## src/rtl/carry_bypass_seq.sv

```systemverilog
// Sequential carry-bypass adder: one 8-bit slice per cycle, with a valid/ready handshake on both sides.
// Optional macro BYPASS_STATS_EN adds the Bypass_cnt output (count of bypassed slices per result).
module carry_bypass_seq #(
  parameter int SLICES = 4
) (
  input  logic                  clk,
  input  logic                  rst_n,
  input  logic [8*SLICES-1:0]   A,
  input  logic [8*SLICES-1:0]   B,
  input  logic                  Cin,
  input  logic                  in_valid,
  output logic                  in_ready,
  output logic [8*SLICES-1:0]   Sum,
  output logic                  Cout,
  output logic                  out_valid,
  input  logic                  out_ready
`ifdef BYPASS_STATS_EN
  ,
  output logic [3:0]            Bypass_cnt
`endif
);

  localparam int W  = 8 * SLICES;
  localparam int KW = (SLICES > 1) ? $clog2(SLICES) : 1;

  typedef enum logic [1:0] {IDLE, RUN, DONE} state_t;

  state_t          r_state;
  logic [W-1:0]    r_a;
  logic [W-1:0]    r_b;
  logic [W-1:0]    r_sum;
  logic [KW-1:0]   r_k;
  logic            r_c;
  logic            r_cout;
  logic            r_out_valid;
  logic            r_in_ready;
`ifdef BYPASS_STATS_EN
  logic [3:0]      r_bcnt;
`endif

  logic [7:0]      w_a;
  logic [7:0]      w_b;
  logic [7:0]      w_s;
  logic            w_rc;
  logic            w_p;
  logic            w_nc;
  logic            w_last;

  assign w_a = r_a[{r_k, 3'b000} +: 8];
  assign w_b = r_b[{r_k, 3'b000} +: 8];
  assign {w_rc, w_s} = {1'b0, w_a} + {1'b0, w_b} + {8'b0, r_c};
  // When every bit propagates, the carry out equals the carry in, so skip the ripple.
  assign w_p    = &(w_a ^ w_b);
  assign w_nc   = w_p ? r_c : w_rc;
  assign w_last = (r_k == KW'(SLICES - 1));

  always_ff @(posedge clk or negedge rst_n) begin
    if (!rst_n) begin
      r_state     <= IDLE;
      r_a         <= '0;
      r_b         <= '0;
      r_sum       <= '0;
      r_k         <= '0;
      r_c         <= 1'b0;
      r_cout      <= 1'b0;
      r_out_valid <= 1'b0;
      r_in_ready  <= 1'b1;
`ifdef BYPASS_STATS_EN
      r_bcnt      <= 4'd0;
`endif
    end else begin
      case (r_state)
        IDLE: begin
          if (in_valid) begin
            r_a        <= A;
            r_b        <= B;
            r_c        <= Cin;
            r_k        <= '0;
            r_in_ready <= 1'b0;
            r_state    <= RUN;
`ifdef BYPASS_STATS_EN
            r_bcnt     <= 4'd0;
`endif
          end
        end
        RUN: begin
          r_sum[{r_k, 3'b000} +: 8] <= w_s;
          r_c <= w_nc;
`ifdef BYPASS_STATS_EN
          r_bcnt <= r_bcnt + {3'b000, w_p};
`endif
          if (w_last) begin
            r_k         <= '0;
            r_cout      <= w_nc;
            r_out_valid <= 1'b1;
            r_state     <= DONE;
          end else begin
            r_k <= r_k + 1'b1;
          end
        end
        DONE: begin
          if (out_ready) begin
            r_out_valid <= 1'b0;
            r_in_ready  <= 1'b1;
            r_state     <= IDLE;
          end
        end
        default: r_state <= IDLE;
      endcase
    end
  end

  assign Sum       = r_sum;
  assign Cout      = r_cout;
  assign out_valid = r_out_valid;
  assign in_ready  = r_in_ready;
`ifdef BYPASS_STATS_EN
  assign Bypass_cnt = r_bcnt;
`endif

endmodule

```

## config.mk

```make
export PLATFORM = sky130hd
export DESIGN_NAME = carry_bypass_seq
export DESIGN_NICKNAME = d
export VERILOG_FILES = /design/src/rtl/carry_bypass_seq.sv
export SDC_FILE = /design/constraint.sdc
export NUM_CORES = 1
export LEC_CHECK = 0
export ABC_CLOCK_PERIOD_IN_PS = 2900
export BUFFER_PORTS_ARGS = -buffer_cell sky130_fd_sc_hd__buf_2
export CAP_MARGIN = 20
export CORE_MARGIN = 5
export CORE_UTILIZATION = 40
export DETAILED_ROUTE_END_ITERATION = 8
export SLEW_MARGIN = 20
export SYNTH_ARGS = -nofsm -noshare
export SYNTH_HDL_FRONTEND = slang
export SYNTH_SLANG_ARGS = --single-unit
```

## constraint.sdc

```tcl
create_clock -name clk -period 2.9 [get_ports clk]
set_clock_uncertainty 0.1 [all_clocks]
set_input_delay 0.58 -clock clk [delete_from_list [all_inputs] [get_ports clk]]
set_output_delay 0.58 -clock clk [all_outputs]
set_load 0.005 [all_outputs]
```

; ---- Word level (Yosys, flattened, before mapping)
; Index checks and enable logic that the tools add are counted.
[op_classes]
n_addsub = 4
eq_ne = 6
n_shift = 4
muxes = 17
n_bitwise = 1
reduce_logical = 11
[op_table]
columns = op, n
row1 = indexed part select 32 x 6 -> 8 bit, 2
row2 = bitwise mux 32 bit, 1
row3 = variable shift 8 x 7 -> 32 bit (first input constant), 1
row4 = indexed part select 8 x 7 -> 32 bit, 1
row5 = two-way mux 2 bit, 5
row6 = adder 8 x 8 -> 9 bit, 1
row7 = adder 9 x 1 -> 9 bit, 1
row8 = AND reduction 3 bit, 3
row9 = AND reduction 8 bit, 1
row10 = bitwise XOR 8 bit, 1
row11 = negation 5 -> 7 bit, 1
row12 = two-way mux 1 bit, 6
row13 = != test 2 bit (second input constant), 3
row14 = case mux 1 bit (2 select lines), 3
row15 = case mux 2 bit (3 select lines), 1
row16 = AND reduction 2 bit, 3
row17 = nonzero test 2 bit, 3
row18 = == test 2 bit (second input constant), 2
row19 = case mux 2 bit (2 select lines), 1
row20 = adder 2 x 1 -> 2 bit (second input constant), 1
row21 = == test 2 x 1 -> 1 bit (second input constant), 1
row22 = zero test 2 bit, 1
[word_totals]
regBits = 104
input_bits = 69
out_inout_bits = 35
wordCells = 52

; ---- Logic depth before layout (Yosys ltp)
; Gate-level depths: netlist (run 1).
[depth]
depth_word = 5
depth_mapped = 9
mapped_depth_nobuf = 7

; ---- Worst setup path after synthesis (run 1)
; OpenSTA, ideal clock, no wires.
[synth_timing]
path_type = register -> register
startpoint = register r_k[1]
endpoint = register r_cout (netlist: Cout)
setup_time_ps = 142
t_arrival_ps = 2988
required_time_ps = 2658
setup_slack_ps = -330
path_stages_with_launch = 10
path_buffers = 2
period_less_slack_ps = 3230
path_cell_list = dfrtp_1 clkbuf_1 clkbuf_1 mux4_2 fa_1 fa_1 nand3_1 a31oi_1 a2111oi_0 o31ai_1
[synth_via]
elab_chain_len = 4
word_cells_on_any_way = 9
classes_between = 2 x add/sub / 1 x eq/ne / 2 x shift / 1 x mux / 1 x bitwise / 2 x reduce/logical
[synth_rtl]
columns = element, line_no
row1 = "start, declared", 32  ; logic [KW-1:0] r_k;
row2 = "start signal, assigned", 98  ; r_k <= r_k + 1'b1;
row3 = "indexed part select 32 x 6 -> 8 bit, on equally long branches", "49, 50"
row4 = adder 8 x 8 -> 9 bit or bitwise XOR 8 bit (tied branches), "51, 53"
row5 = adder 9 x 1 -> 9 bit or AND reduction 8 bit (tied branches), "51, 53"
row6 = two-way mux 1 bit, 54  ; assign w_nc = w_p ? r_c : w_rc;
row7 = "end signal, assigned", 94  ; r_cout <= w_nc;
row8 = "end, declared", 34  ; logic r_cout;
; Several ways; a longest one is shown, not always the timed one.
; A chain may end at the register's enable or synchronous reset.

; ---- Worst setup path in the final report (run 1)
[layout_timing]
startpoint = register r_k[0]
endpoint = register r_sum[31] (netlist: Sum[31])
[layout_via]
elab_chain_len = 5
word_cells_on_any_way = 8
classes_between = 3 x add/sub / 4 x shift / 1 x mux
[layout_rtl]
columns = element, line_no
row1 = "indexed part select 32 x 6 -> 8 bit, on equally long branches", "49, 50"
row2 = adder 8 x 8 -> 9 bit, 51  ; assign {w_rc, w_s} = {1'b0, w_a} + {1'b0, w_b} + {8'b0, r_c};
row3 = adder 9 x 1 -> 9 bit, 51
row4 = indexed part select 8 x 7 -> 32 bit, 87  ; r_sum[{r_k, 3'b000} +: 8] <= w_s;
row5 = bitwise mux 32 bit (*), 87
row6 = "end signal, assigned by index", 87
row7 = "end, declared", 31  ; logic [W-1:0] r_sum;
; Every way passes the cells marked *; elsewhere a longest branch is shown, timed or not.

==> results.md, run 1 <==
* Tightest Hold Check Type: in -> async
* I/O pins at 104
* Crit. End Element: register
* Synth Instances at 339
* Dpl cells at 586
* GRT Residual Overflow at 0
* Sequential share of the synthesized area at 53.88%
* CTS tree: yes
* Row cnt at 40
* Ant diodes at 0
* Setup TNS at 0 ns
* Worst vdd ir at slightly below 0.7 mV
* Cell variety after synth at 50
* Ys flop type: dfrtp_1
* Max-cap violations at 0
* Maximum fanout along the worst path at 7
* H-Tree Depth at 3
* Final Util at between 50 and 60%
* Core ar. at 0.01191 mm^2
* Period utilization at 96.04%
* Max Fclk at between 0.3 and 0.4 GHz
* Static Leak at 2.726 nW
* Fillcell total at approximately 1100
* Total wire length at 10.80 mm
* Outcome: completed
* Setup Slack @ Placement at 0.06250 ns
* Non-filler cells, final at 604
* Final hold vios at 0
* Maximum clock insertion buffer count at 2
* Port bufs at 103
* Die area at 0.01438 mm^2
* Final Slew Violations at 0
* Number of enable flip-flop cells after synthesis at 0
* Nets at 537
* Synth Register Bits at about 100
* Mean post-synth cell area at 14.25 um^2
* Async set-reset flop share out of synthesis at 100.0%
* Power Dens Cells at between 1000 and 1500 mW/mm^2
* Mapped cell area at 0.004832 mm^2
* Final min period at 2.785 ns
* Initial antenna violation count at 0
* Most frequent cells in the layout: dfrtp_1, buf_2, mux2_2
* First-pass GRT wire length at ~18 mm
* Max transition margin at 57.88%
* Detailed-placement wirelength estimate at 7.939 mm
* Skew-Pair Late Insertion Delay at 0.35 ns
* Unrepaired setup endpoints after global routing: true
* Chip Width at 119.9 um
* Req. time, crit path at between 3 and 4 ns
* Inserted Clock Buffers at 9
* Vias in the first global route at 3419
* Routed vias/inst at 5.377
* DRC violations left at 0
* Global Route Usage Sum at 15.69%
* Die Span Y at 119.9 um
* Iteration-0 DRC Markers at 170
* Detail Route Antenna Nets at 0
* Area Overhead vs Synth at 24.21%
* Initial Util at 40.57%
* Final hold slack at 0.1464 ns
* Maximum number of pins on one net before global-route repair at 67
* Final worst slack at between 0.1 and 0.15 ns
* CP Launch Type: register
* Gpl congestion at 0.8982
* Synth Net Count at between 400 and 500
* Reg clk slew, reported paths at 0.07 ns
* Root buffer cell: clkbuf_16
* Clock sink count at 104
* Layout cells sized above 1 at a little over half
* Critical setup path kind: reg -> reg
* Syn. warnings at 0
* Arrival time worst endpoint at 2.92 ns
* Via count at 3248
* Worst Tran Pin Value at 0.6318 ns
* Detailed Routing Iterations Pass 1 at 4
* Post-DR wirelength/cell at 17.88 um
* # setup viols final at 0
-- final timing paths --
kind	startpoint	endpoint	slack, ns	depth (start not counted)
setup / recovery	r_k[0]	Sum[31]	0.11	8
hold / removal	rst_n	out_valid	0.15	1
setup reg to reg	r_k[0]	Sum[31]	0.11	8
hold reg to reg	Sum[10]	Sum[10]	0.38	2
max in group asynchronous	rst_n	r_b[1]	1.91	2
min in group clk	Cin	r_c	0.36	3
-- layer usage --
layer  share of wire [%]  vias to the layer above  track usage [%]
li1                    -                     1507                -
met1                  44                     1628            19.72
met2                  48                       93            25.61
met3                 5.5                       20            4.477
met4                 2.3                        0            6.228
met5                   0                        -                0
-- critical path, cell delays in order, from the launching register on --
cell	delay [ns]
dfrtp_2	0.41
buf_4	0.16
buf_12	0.14
mux4_2	0.57
ha_1	0.37
a211oi_2	0.26
o211ai_1	0.17
a21o_1	0.23
a32o_1	0.27
-- kinds of logic after synthesis --
| group | Yosys count | synth area share [%] |
|---|---|---|
| buffers and inverters | 19 | 1.864 |
| multiplexers | 80 | 22.37 |
| flip-flops | 104 | 53.88 |
| adder cells (fa/ha/maj) | 16 | 4.454 |
| XOR/XNOR | 3 | 0.5439 |
| AND/OR/NAND/NOR | 56 | 7.587 |
| AO/OA/AOI/OAI | 61 | 9.296 |
-- synthesized netlist by cell type, types with 5 or more instances --
library cell,number,area [um^2]
a21oi_1,11,55.05
a22o_1,18,157.7
buf_2,8,40.04
dfrtp_1,103,2577
ha_1,14,175.2
inv_1,5,18.77
mux2_2,64,720.7
mux4_2,16,360.4
nand2_1,15,56.30
nand3_1,5,25.02
nor2_1,8,30.03
nor3b_1,5,37.54
o21ai_0,10,50.05
-- sequential cells by signal (all words and copies together), names as in the netlist --
signal and cells:
r_b 32, r_c 1, Cout 1, r_a 32
r_state 2, Sum 32, r_k 2, out_valid 1
in_ready 1
-- power breakdown --
group          switching [mW]  internal (mW)
sequential              0.348           2.09
combinational            2.52           2.44
clock                   0.568          0.687
total                    3.44           5.22
-- layout make-up --
class / count / area, um^2 / area share (%)
Clock buffer: 9 / 225.2 / 3.752
Clock inverter: 7 / 88.84 / 1.480
Inverter: 5 / 18.77 / 0.3127
Multi-Input combinational cell: 216 / 2210 / 36.81
Sequential cell: 104 / 2605 / 43.40
Tap cell: 147 / 183.9 / 3.064
Timing Repair Buffer: 116 / 670.6 / 11.17
-- through the flow --
| stage | total power, mW | instance area [um^2] |
|---|---|---|
| after floorplan | 5.650 | 4848 |
| after global placement | 6.997 | 5595 |
| after detailed placement | 7.110 | 5595 |
| after CTS | 8.397 | 5909 |
| after global routing | 9.312 | 6002 |
| final | 8.652 | 6002 |
-- timing repair --
action / in CTS / in global routing
setup endpoints to repair: 0 / 17
resized for setup: 0 / 13
setup buffers: 0 / 1
hold buffers: 0 / 0
Note: power is estimated with default switching activity, not from simulation.
==> run 2: changes to the inputs <==
- ABC_CLOCK_PERIOD_IN_PS: 2900 -> 3000
- CORE_MARGIN: 5 -> 2
- clock period: 2.9 -> 3 ns (I/O delays scaled with it)
==> run 2 against run 1 <==
  * Clock power fell by 4%
  * Combinational power decreased by 8.5%
  * Utilization decreased by 0.82 points
  * Cell area decreased by 1.6%
  * Largest cell class unchanged
  * Largest power group unchanged
  * Highest routed layer unchanged
==> results.md, run 2 (synthesized netlist as in run 1, its figures left out) <==
* Outcome: completed (unchanged)
* Routed vias/inst at 5.355 (was 5.377)
* Reg clk slew, reported paths at 0.07 ns (about the same)
* Final hold vios at 0 (unchanged)
* CP Launch Type: register (unchanged)
* WP depth at 7 (was 8)
* Core ar. at 0.01191 mm^2 (unchanged)
* Reg2Reg Launch Point: r_k[0] (unchanged)
* Slowest cell delay on critical path at 0.56 ns (was 0.57 ns)
* Arrival time worst endpoint at 2.99 ns (was 2.92 ns)
* Ant diodes at 0 (unchanged)
* First-pass GRT wire length at 17.19 mm (was 17.51 mm)
* R2r setup slk at 0.19 ns (was 0.11 ns)
* Inserted Clock Buffers at 9 (unchanged)
* Total chip power at 8.126 mW (was 8.652 mW)
* Vias in the first global route at 3285 (was 3419)
* Via count at 3224 (was 3248)
* Worst Tran Pin Value at 0.6585 ns (was 0.6318 ns)
* Most frequent cells in the layout: dfrtp_1, buf_2, mux2_2 (unchanged)
* Max-cap violations at 0 (unchanged)
* Detailed Routing Iterations Pass 1 at 4 (unchanged)
* Critical setup path kind: reg -> reg (unchanged)
* Unrepaired setup endpoints after global routing: false (was true)
* Metal-1 WL at 4.594 mm (was 4.740 mm)
* Initial Util at 40.57% (unchanged)
* Multi-input logic area at 0.002160 mm^2 (was 0.002210 mm^2)
* Gpl congestion at 0.9199 (was 0.8982)
* Layout cells sized above 1 at 50.77% (was 53.17%)
* Worst vdd ir at 0.6977 mV (was 0.6917 mV)
* Met3 wire length at 613 um (was 589 um)
* Die Span Y at 113.9 um (was 119.9 um)
* Detailed-placement wirelength estimate at 7.794 mm (was 7.939 mm)
* Static Leak at 2.703 nW (was 2.726 nW)
* Fillcell total at 1078 (was 1074)
* Req. time, crit path at 3.19 ns (was 3.04 ns)
* Global Route Usage Sum at 17.45% (was 15.69%)
* R2R depth at 7 (was 8)
* Post-DR wirelength/cell at 17.53 um (was 17.88 um)
* Die area at 0.01298 mm^2 (was 0.01438 mm^2)
* Chip Width at 113.9 um (was 119.9 um)
* H-Tree Depth at 3 (unchanged)
* Final Slew Violations at 0 (unchanged)
* Port bufs at 103 (unchanged)
* Clock sink count at 104 (unchanged)
* CTS tree: yes (unchanged)
* Period utilization at 93.54% (was 96.04%)
* Post-cts hold buffer count at 0 (unchanged)
* Tightest Hold Check Type: in -> async (unchanged)
* CP Launch Point: r_k[0] (unchanged)
* Top routing layer in use: met4 (unchanged)
* Iteration-0 DRC Markers at 213 (was 170)
* Area Overhead vs Synth at 22.19% (was 24.21%)
* # setup viols final at 0 (unchanged)
* Row cnt at 40 (unchanged)
* Nets at 535 (was 537)
* DRC violations left at 0 (unchanged)
* Total wire length at 10.56 mm (was 10.80 mm)
* I/O pins at 104 (unchanged)
* Power Dens Cells at 1376 mW/mm^2 (was 1442 mW/mm^2)
* Final min period at 2.806 ns (was 2.785 ns)
* Detail Route Antenna Nets at 0 (unchanged)
* Wire length on met2 at 5.147 mm (was 5.224 mm)
* Max Fclk at 0.3564 GHz (was 0.3590 GHz)
* Skew-Pair Late Insertion Delay at 0.34 ns (was 0.35 ns)
* Maximum fanout along the worst path at 12 (was 7)
* Maximum number of pins on one net before global-route repair at 67 (unchanged)
* Worst-path cell chain: buf_6 > mux4_2 > ha_1 > o21ai_0 > or3b_2 > nand3_1 > a22o_2 (was buf_4 > buf_12 > mux4_2 > ha_1 > a211oi_2 > o211ai_1 > a21o_1 > a32o_1)
* Initial antenna violation count at 0 (unchanged)
* Maximum clock insertion buffer count at 2 (unchanged)
* Crit. End Element: register (unchanged)
* Setup TNS at 0 ns (unchanged)
* Root buffer cell: clkbuf_16 (unchanged)
* CP top delay family: simple AND/OR/NAND/NOR gates (was compound AO/OA/AOI/OAI gates)
* Worst path bufs/invs at 1 (was 2)
* Max transition margin at 56.10% (was 57.88%)
* FF/Latch Area at 0.002605 mm^2 (unchanged)
* Critical path's slowest cell: mux4_2 (unchanged)
* GRT Residual Overflow at 0 (unchanged)
-- run 2: report_power, final --
part           total [mW]  switching [mW]  internal [mW]
Clock                1.20           0.498          0.698
Combinational        4.54            2.38           2.16
Sequential           2.39           0.367           2.02
Total                8.13            3.24           4.88
-- run 2: what timing repair did --
item / in CTS / in global routing
endpoints found under the hold margin: 0 / 0
gates resized for setup: 0 / 6
setup endpoints to repair: 0 / 13
buffers inserted: 0 / 0
-- run 2: metrics by stage --
step | area [um^2] | setup slack (ns) | hold slack (ns) | std cells | utilization [%]
finish | 5904 | 0.1939 | 0.1883 | 602 | 49.57
global route | 5904 | 0.01522 | 0.2232 | 602 | 49.57
CTS | 5884 | 0.008529 | 0.2006 | 602 | 49.40
detailed placement | 5577 | 0.04442 | 0.3657 | 586 | 46.82
global placement | 5577 | 0.06763 | 0.3592 | 586 | 46.82
floorplan | 4842 | 0.01542 | 0.2044 | 339 | -
-- run 2: metal layers --
layer | vias to the layer above | global-route usage [%]
met1 | 1610 | 22.49
li1 | 1504 | -
met3 | 13 | 4.782
met5 | - | 0
met2 | 97 | 28.70
met4 | 0 | 5.772
-- run 2: final cells by class --
class                      instances  share of cell area (%)
clock inverter                     3                  0.8053
tap                              147                   3.115
inverter                           5                  0.3179
sequential                       104                   44.12
timing repair buffer             114                   10.66
multi-input combinational        216                   36.58
clock buffer                      13                   4.408
-- run 2: final timing paths --
kind | end
setup reg to reg | Sum[21]
hold / removal | r_a[9]
min in group clk | Sum[14]
setup / recovery | Sum[21]
max in group asynchronous | in_ready
hold reg to reg | Sum[14]
-- run 2: worst reg2reg max path, cell delays in order (launching register included) --
cell     delay [ns]
dfrtp_2        0.41
buf_6          0.23
mux4_2         0.57
ha_1           0.40
o21ai_0        0.15
or3b_2         0.47
nand3_1        0.24
a22o_2         0.18
==> run 3: changes to the inputs <==
- MAX_ROUTING_LAYER: not set -> met4
==> run 3 against run 2 <==
  * Cell count shrank 0.17%
  * Power shrank 1.2%
  * Worst hold slack lost 0.0025 ns
  * Register-to-register slack lost 0.02 ns
  * Clock power is essentially flat
  * Critical path type unchanged
  * Largest power group unchanged
  * Wire length shrank 1.9%
  * Die area is the same
  * Highest routed layer unchanged
==> results.md, run 3 (synthesized netlist as in run 1, its figures left out) <==
* Global Route Usage Sum at 17.49% (was 17.45%)
* Maximum clock insertion buffer count at 2 (unchanged)
* Max transition margin at 55.30% (was 56.10%)
* Fillcell total at 1078 (unchanged)
* Total chip power at 8.026 mW (was 8.126 mW)
* Crit. End Element: register (unchanged)
* Skew-Pair Late Insertion Delay at 0.34 ns (about the same)
* I/O pins at 104 (unchanged)
* CP Launch Type: register (unchanged)
* Initial Util at 40.57% (unchanged)
* H-Tree Depth at 3 (unchanged)
* FF/Latch Area at 0.002605 mm^2 (unchanged)
* Maximum fanout along the worst path at 4 (was 12)
* Max-cap violations at 0 (unchanged)
* Root buffer cell: clkbuf_16 (unchanged)
* Post-Layout Inst Area at 0.005892 mm^2 (was 0.005904 mm^2)
* Nets at 534 (was 535)
* Setup Slack @ Placement at 0.009687 ns (was 0.04442 ns)
* Chip Width at 113.9 um (unchanged)
* # setup viols final at 0 (unchanged)
* Inserted Clock Buffers at 9 (unchanged)
* Most frequent cells in the layout: dfrtp_1, buf_2, mux2_2 (unchanged)
* Via count at 3211 (was 3224)
* Final worst slack at 0.1768 ns (was 0.1939 ns)
* Routed vias/inst at 5.343 (was 5.355)
* Setup Buffers After CTS at 0 (unchanged)
* Row cnt at 40 (unchanged)
* Static Leak at 2.693 nW (was 2.703 nW)
* Setup TNS at 0 ns (unchanged)
* Clock sink count at 104 (unchanged)
* Post-DR wirelength/cell at 17.23 um (was 17.53 um)
* Worst Tran Pin Value at 0.6705 ns (was 0.6585 ns)
* Total wire length at 10.35 mm (was 10.56 mm)
* Post-cts hold buffer count at 0 (unchanged)
* Arrival time worst endpoint at 2.94 ns (was 2.99 ns)
* Final min period at 2.823 ns (was 2.806 ns)
* Final Slew Violations at 0 (unchanged)
* Critical setup path kind: reg -> reg (unchanged)
* Layout cells sized above 1 at 50.88% (was 50.77%)
* First-pass GRT wire length at 16.93 mm (was 17.19 mm)
* Reg clk slew, reported paths at 0.07 ns (about the same)
* Final hold slack at 0.1858 ns (was 0.1883 ns)
* Die area at 0.01298 mm^2 (unchanged)
* Period utilization at 94.11% (was 93.54%)
* Gpl congestion at 0.8295 (was 0.9199)
* Req. time, crit path at 3.11 ns (was 3.19 ns)
* Outcome: completed (unchanged)
* Final hold vios at 0 (unchanged)
* Worst vdd ir at 0.7303 mV (was 0.6977 mV)
* Detailed-placement wirelength estimate at 7.702 mm (was 7.794 mm)
* CTS tree: yes (unchanged)
* Tightest Hold Check Type: in -> async (unchanged)
* Area of placed instances at 0.005569 mm^2 (was 0.005577 mm^2)
* Ant diodes at 0 (unchanged)
* Max Fclk at 0.3542 GHz (was 0.3564 GHz)
* Port bufs at 103 (unchanged)
* Die Span Y at 113.9 um (unchanged)
* Multi-input logic area at 0.002157 mm^2 (was 0.002160 mm^2)
* Iteration-0 DRC Markers at 205 (was 213)
* Initial antenna violation count at 0 (unchanged)
* Unrepaired setup endpoints after global routing: false (unchanged)
* Detail Route Antenna Nets at 0 (unchanged)
* Area Overhead vs Synth at 21.93% (was 22.19%)
* GRT Residual Overflow at 0 (unchanged)
* Maximum number of pins on one net before global-route repair at 67 (unchanged)
* Detailed Routing Iterations Pass 1 at 4 (unchanged)
* Vias in the first global route at 3294 (was 3285)
* Power Dens Cells at 1362 mW/mm^2 (was 1376 mW/mm^2)
* DRC violations left at 0 (unchanged)
* Core ar. at 0.01191 mm^2 (unchanged)
## run 3: changes by cell type in the layout (fill, tap and decap cells not counted), sizes merged
cell	delta
inv	+1
clkinvlp	+1
buf	-1
clkbuf	-2
## run 3: worst paths after layout
kind | startpoint | end | slack [ns] | depth (start not counted)
setup reg to reg | r_k[0] | r_c | 0.18 | 8
setup / recovery | r_k[0] | r_c | 0.18 | 8
min in group clk | Sum[18] | Sum[18] | 0.38 | 2
hold / removal | rst_n | r_a[0] | 0.19 | 1
hold reg to reg | Sum[18] | Sum[18] | 0.38 | 2
max in group asynchronous | rst_n | in_ready | 1.87 | 2
## run 3: cell type report
| cell class | count | share of cell area, % |
|---|---|---|
| Clock inverter | 5 | 1.062 |
| Multi-Input combinational cell | 216 | 36.61 |
| Sequential cell | 104 | 44.21 |
| Tap cell | 147 | 3.122 |
| Clock buffer | 11 | 4.120 |
| Timing Repair Buffer | 113 | 10.55 |
| Inverter | 5 | 0.3185 |
## run 3: stage by stage
step                util, %  instances
CTS                   49.36        601
global placement      46.75        585
detailed placement    46.75        585
finish                49.46        601
floorplan                 -        339
global route          49.46        601
## run 3: repair_timing
| action | in CTS | in global routing |
|---|---|---|
| pin swaps | 0 | 0 |
| endpoints found under the hold margin | 0 | 0 |
| resized for setup | 1 | 5 |
| setup endpoints to repair | 2 | 14 |
## run 3: layer usage
| layer | GRT usage [%] | up-vias | wire length (um) |
|---|---|---|---|
| li1 | - | 1500 | - |
| met1 | 22.96 | 1605 | 4733 |
| met2 | 26.95 | 86 | 4935 |
| met3 | 3.985 | 20 | 445 |
| met4 | 6.179 | 0 | 240 |
| met5 | - | - | 0 |
## run 3: worst max-delay path, cell delays in order, from the launching register on
cell	delay [ns]
dfrtp_2	0.42
mux4_2	0.55
fa_2	0.41
fa_1	0.42
nand3_1	0.16
a31oi_1	0.13
a2111oi_2	0.27
buf_4	0.18
o41ai_1	0.07
## run 3: power by group
group	internal, mW	switching (mW)	leakage, nW
registers	2.02	0.368	1.28
clock network	0.677	0.515	0.148
logic	2.13	2.32	1.26
total	4.83	3.20	2.69
